==> src/rtl/uart_rx_pkg.sv <==
// Shared UART receiver constants and helpers: prescale legality, frame length
// and the majority-vote sample window around mid-bit.
package uart_rx_pkg;

  localparam int DEFAULT_PRESCALE = 8;
  localparam int MIN_PRESCALE     = 8;

  // Sample edges relative to M = P/2 (three-point majority vote).
  localparam int SAMP_OFS_LO  = -2;
  localparam int SAMP_OFS_MID = -1;
  localparam int SAMP_OFS_HI  = 0;

  function automatic logic presc_legal(input int unsigned p, input int unsigned max_p);
    return (p[0] == 1'b0) && (p >= MIN_PRESCALE) && (p <= max_p);
  endfunction

  // start + data + optional parity + stop + optional second stop
  function automatic int unsigned frame_len(input int unsigned dw, input logic par,
                                            input logic stop2);
    return dw + 32'd2 + 32'(par) + 32'(stop2);
  endfunction

endpackage

==> src/rtl/rx_cfg_latch.sv <==
// Per-frame configuration latch: validates Prescale, substitutes the default
// on an illegal value and flags it until a legal value is captured.
module rx_cfg_latch
  import uart_rx_pkg::*;
#(
  parameter int MAX_PRESCALE = 32,
  parameter int PRESC_W      = $clog2(MAX_PRESCALE) + 1
) (
  input  logic               clk,
  input  logic               rst,
  input  logic               capture,
  input  logic               PAR_EN,
  input  logic               STOP2,
  input  logic [PRESC_W-1:0] Prescale,
  output logic [PRESC_W-1:0] p_q,
  output logic               par_q,
  output logic               stop2_q,
  output logic               cfg_err
);

  logic legal;
  assign legal = presc_legal(32'(Prescale), MAX_PRESCALE);

  always_ff @(posedge clk or posedge rst) begin
    if (rst) begin
      p_q     <= PRESC_W'(DEFAULT_PRESCALE);
      par_q   <= 1'b0;
      stop2_q <= 1'b0;
      cfg_err <= 1'b0;
    end else if (capture) begin
      p_q     <= legal ? Prescale : PRESC_W'(DEFAULT_PRESCALE);
      par_q   <= PAR_EN;
      stop2_q <= STOP2;
      cfg_err <= ~legal;
    end
  end

endmodule

==> src/rtl/rx_frame_counter.sv <==
// Oversampling edge/bit counter for the UART receiver; decodes mid-bit sample
// strobes and end-of-bit / end-of-frame pulses, wrapping for back-to-back frames.
module rx_frame_counter
  import uart_rx_pkg::*;
#(
  parameter int DATA_WIDTH   = 8,
  parameter int MAX_PRESCALE = 32,
  parameter int PRESC_W      = $clog2(MAX_PRESCALE) + 1,
  parameter int EDGE_W       = $clog2(MAX_PRESCALE),
  parameter int BIT_W        = $clog2(DATA_WIDTH + 5)
) (
  input  logic               clk,
  input  logic               rst,
  input  logic               enable,
  input  logic               PAR_EN,
  input  logic               STOP2,
  input  logic [PRESC_W-1:0] Prescale,
  output logic [EDGE_W-1:0]  edge_cnt,
  output logic [BIT_W-1:0]   bit_cnt,
  output logic               samp_en,
  output logic               samp_last,
  output logic               bit_last,
  output logic               frame_done,
  output logic               cfg_err
);

  logic [PRESC_W-1:0] p_q, p_m1, m, edge_ext;
  logic               par_q, stop2_q, capture;
  logic [BIT_W-1:0]   flen_m1;

  // Idle cycles and the frame-wrap edge are the only capture points.
  assign capture = ~enable | frame_done;

  rx_cfg_latch #(
    .MAX_PRESCALE (MAX_PRESCALE),
    .PRESC_W      (PRESC_W)
  ) u_cfg (
    .clk      (clk),
    .rst      (rst),
    .capture  (capture),
    .PAR_EN   (PAR_EN),
    .STOP2    (STOP2),
    .Prescale (Prescale),
    .p_q      (p_q),
    .par_q    (par_q),
    .stop2_q  (stop2_q),
    .cfg_err  (cfg_err)
  );

  assign p_m1     = p_q - PRESC_W'(1);
  assign m        = p_q >> 1;
  assign edge_ext = PRESC_W'(edge_cnt);
  assign flen_m1  = BIT_W'(frame_len(DATA_WIDTH, par_q, stop2_q) - 32'd1);

  assign bit_last   = enable & (edge_ext == p_m1);
  assign frame_done = bit_last & (bit_cnt == flen_m1);
  assign samp_last  = enable & (edge_ext == m + PRESC_W'(SAMP_OFS_HI));
  assign samp_en    = enable & ((edge_ext == m + PRESC_W'(SAMP_OFS_LO))  |
                                (edge_ext == m + PRESC_W'(SAMP_OFS_MID)) |
                                (edge_ext == m + PRESC_W'(SAMP_OFS_HI)));

  always_ff @(posedge clk or posedge rst) begin
    if (rst) begin
      edge_cnt <= '0;
      bit_cnt  <= '0;
    end else if (!enable) begin
      edge_cnt <= '0;
      bit_cnt  <= '0;
    end else if (bit_last) begin
      edge_cnt <= '0;
      bit_cnt  <= (bit_cnt == flen_m1) ? '0 : bit_cnt + BIT_W'(1);
    end else begin
      edge_cnt <= edge_cnt + EDGE_W'(1);
    end
  end

endmodule

==> config.mk <==
export PLATFORM = sky130hd
export DESIGN_NAME = rx_frame_counter
export DESIGN_NICKNAME = d
export VERILOG_FILES = /design/src/rtl/uart_rx_pkg.sv /design/src/rtl/rx_cfg_latch.sv /design/src/rtl/rx_frame_counter.sv
export SDC_FILE = /design/constraint.sdc
export NUM_CORES = 1
export LEC_CHECK = 0
export CORE_MARGIN = 2
export CORE_UTILIZATION = 45
export DETAILED_ROUTE_END_ITERATION = 16
export HOLD_SLACK_MARGIN = 0.03
export PLACE_DENSITY = 0.77
export SETUP_SLACK_MARGIN = 0.1
export SYNTH_ARGS = -nofsm -noshare
export SYNTH_HDL_FRONTEND = slang
export SYNTH_SLANG_ARGS = --single-unit
==> constraint.sdc <==
create_clock -name clk -period 2.65 [get_ports clk]
set_input_delay 0.53 -clock clk [delete_from_list [all_inputs] [get_ports clk]]
set_output_delay 0.53 -clock clk [all_outputs]
set_load 0.005 [all_outputs]
==> flow_summary.json <==
{
  "run_status": "completed",
  "via_per_inst": 5.898,
  "fin_util_pct": 76.98,
  "fin_nets": 225,
  "synth_area_leaders": "dfrtp_1 (31%), xnor2_1 (10%), ha_1 (7.4%), xor2_1 (3.9%), mux2i_1 (3.7%)",
  "timing.hold.ws_ns": 0.4978,
  "clock_latency_ns": 0.29,
  "cp.arrival_ns": 2.11,
  "synthTopCellsByCount": "dfrtp_1 (17), xnor2_1 (16), inv_1 (10)",
  "detailroute.via_count": 1392,
  "synth.distinct_cells": 40,
  "period_share_pct": 99.63,
  "synth_edf_count": 0,
  "fin_crit_ns": 2.640,
  "clock-sinks": 18,
  "areaGrowthSynthToFinish_pct": 59.52,
  "cts_tree": "yes",
  "skew_ns": 0.002239,
  "portBuffers": 24,
  "synthArstFlopShare_pct": 100.0,
  "crit_type": "reg -> out",
  "grt_pass1_wl_um": 6948,
  "setup_violations": 0,
  "tns_ns": 0,
  "r2r_cells": 11,
  "core-area_um2": 2805,
  "synth_area_um2": 1354,
  "max-cap-violations": 0,
  "worst_slew_pin_slew_ns": 0.7230,
  "multi_input_area_um2": 1032,
  "netlist_instances": 142,
  "ys_seq_area_share_pct": 33.36,
  "leakage_nw": 0.9326,
  "nFillCells": 178,
  "crit_path_max_fanout": 3,
  "seqCellArea_um2": 452.9,
  "htreeDepth": 1,
  "numCtsBuffers": 3,
  "routed_wl_um": 4280,
  "n_antenna_cell": 0,
  "start_util_pct": 48.26,
  "ioPinCount": 25,
  "grt-ovfl-total": 0,
  "p_per_area_nw_per_um2": 349.6,
  "clk_pin_slew_ns": 0.11,
  "peakVddDrop_mv": 0.3919,
  "yosys.area.top_type_share_pct": 31.42,
  "die_y_um": 58.85,
  "drcViolationCount": 0,
  "drt_iter0_markers": 126,
  "crit_required_ns": 2.12,
  "slew_violations": 0,
  "worstHoldPathCells": 1,
  "grt_usage_pct": 26.90,
  "grt_pass1_vias": 1490,
  "start_kind": "flip-flop",
  "synth.avg_cell_area_um2": 9.534,
  "placed_area_um2": 1795,
  "grt_max_degree": 19,
  "num_rows": 19,
  "clock_path_buffers": 2,
  "root_buffer": "clkbuf_4",
  "rsz0062_at_grt": "true",
  "design_area_um2": 2160,
  "dr.pass1.iters": 4,
  "syn_nets": 161,
  "die_area_um2": 3463,
  "synth_top_area_cell": "dfrtp_1",
  "fmax_mhz": 378.7,
  "cp-end-kind": "primary output",
  "ant_nets": 0,
  "ys_seq_elements": 18,
  "antenna_found_initial": 0,
  "synth.most_common_cell": "dfrtp_1",
  "drive_above_1_share_pct": 39.51,
  "fp.dieW_um": 58.85,
  "yosys_most_used_dff": "dfrtp_1",
  "synth_warnings": 0,
  "place_hpwl_um": 2676,
  "hold_viol": 0,
  "avgRoutedWirePerCell_um": 18.14,
  "place_congestion": 0.8405,
  "slew_headroom_pct": 51.75,
  "hold_path_class": "reg -> reg"
}
[cell usage in the layout (no fill, tap or decap), types with 4 or more instances in the layout]
cell | netlist | final
buf_4 | 1 | 34
buf_6 | 0 | 5
clkdlybuf4s50_1 | 0 | 20
dfrtp_1 | 17 | 16
ha_4 | 0 | 5
inv_1 | 10 | 7
mux2i_1 | 5 | 5
nand2_1 | 9 | 8
nand3_1 | 7 | 6
nor2_1 | 6 | 6
nor3_1 | 8 | 8
xnor2_1 | 16 | 12
xnor2_2 | 0 | 4
xor2_1 | 6 | 5
[registers in the layout, indices dropped and copies added (netlist names)]
name	flops
u_cfg.stop2_q	1
edge_cnt	5
u_cfg.par_q	1
u_cfg.cfg_err	1
bit_cnt	4
u_cfg.p_q	6
[path summary, 6_finish.rpt]
path / startpoint / end / slack, ns
max in group asynchronous: rst / u_cfg.p_q[4]$_DFFE_PP0P_ / 1.51
worst min-delay path: u_cfg.par_q$_DFFE_PP0P_ / u_cfg.par_q$_DFFE_PP0P_ / 0.50
worst max register to register: u_cfg.p_q[1]$_DFFE_PP0P_ / u_cfg.p_q[4]$_DFFE_PP0P_ / 0.18
worst min register to register: u_cfg.par_q$_DFFE_PP0P_ / u_cfg.par_q$_DFFE_PP0P_ / 0.50
worst max-delay path: u_cfg.p_q[2]$_DFFE_PP0P_ / samp_en / 0.01
min in group asynchronous: rst / edge_cnt[4]$_DFF_PP0_ / 0.64
[layer usage]
layer  track usage [%]  part of all wire, %  wire (µm)  vias to the layer above
met5                 0                    0          0                        -
li1                  -                    -          -                      630
met3             3.516                  4.0        171                       10
met4             17.86                  1.9         83                        0
met1             32.82                   41       1770                      700
met2             44.13                   53       2255                       52
[cell type report]
class                           instances  area share [%]
Multi-Input combinational cell        109           47.80
Timing Repair Buffer                   64           25.90
Sequential cell                        18           20.97
Inverter                               10           1.854
Tap cell                               31           1.796
Clock buffer                            4           1.680
[cell families (layout without fill, tap and decap cells)]
family | Yosys count | in the layout | share of synthesized area [%]
AND/OR/NAND/NOR | 53 | 53 | 23.29
buffers and inverters | 15 | 78 | 4.622
AO/OA/AOI/OAI | 15 | 15 | 8.410
adder cells (fa/ha/maj) | 8 | 8 | 7.394
multiplexers | 11 | 11 | 8.687
XOR/XNOR | 22 | 22 | 14.23
flip-flops | 18 | 18 | 33.36
[worst max-delay path, cell delays in order (launching register included)]
cell	delay, ns
dfrtp_1	0.42
inv_2	0.12
buf_12	0.13
ha_4	0.19
xnor2_1	0.12
or4_1	0.53
o22ai_1	0.17
buf_2	0.13
[metrics by stage]
stage	worst slack [ns]	instances	total power, W
finish	0.009684	236	0.0007550
global route	-0.03928	236	0.0007915
CTS	-0.03010	234	0.0007154
detailed placement	-0.2930	217	0.0005117
global placement	-0.1502	217	0.0005020
floorplan	0.1610	142	0.0004239
[repair_timing]
item	CTS	global route
setup endpoints to repair	4	13
hold buffers	0	0
buffers inserted	13	3
pin swaps	8	12
resized for setup	38	21
[report_power, final]
group | leakage (nW) | switching [W] | internal (W)
registers | 0.234 | 0.0000184 | 0.000288
clock network | 0.0210 | 0.0000874 | 0.0000837
logic | 0.678 | 0.000127 | 0.000151
No activity file was read; power rests on OpenSTA's default activity.
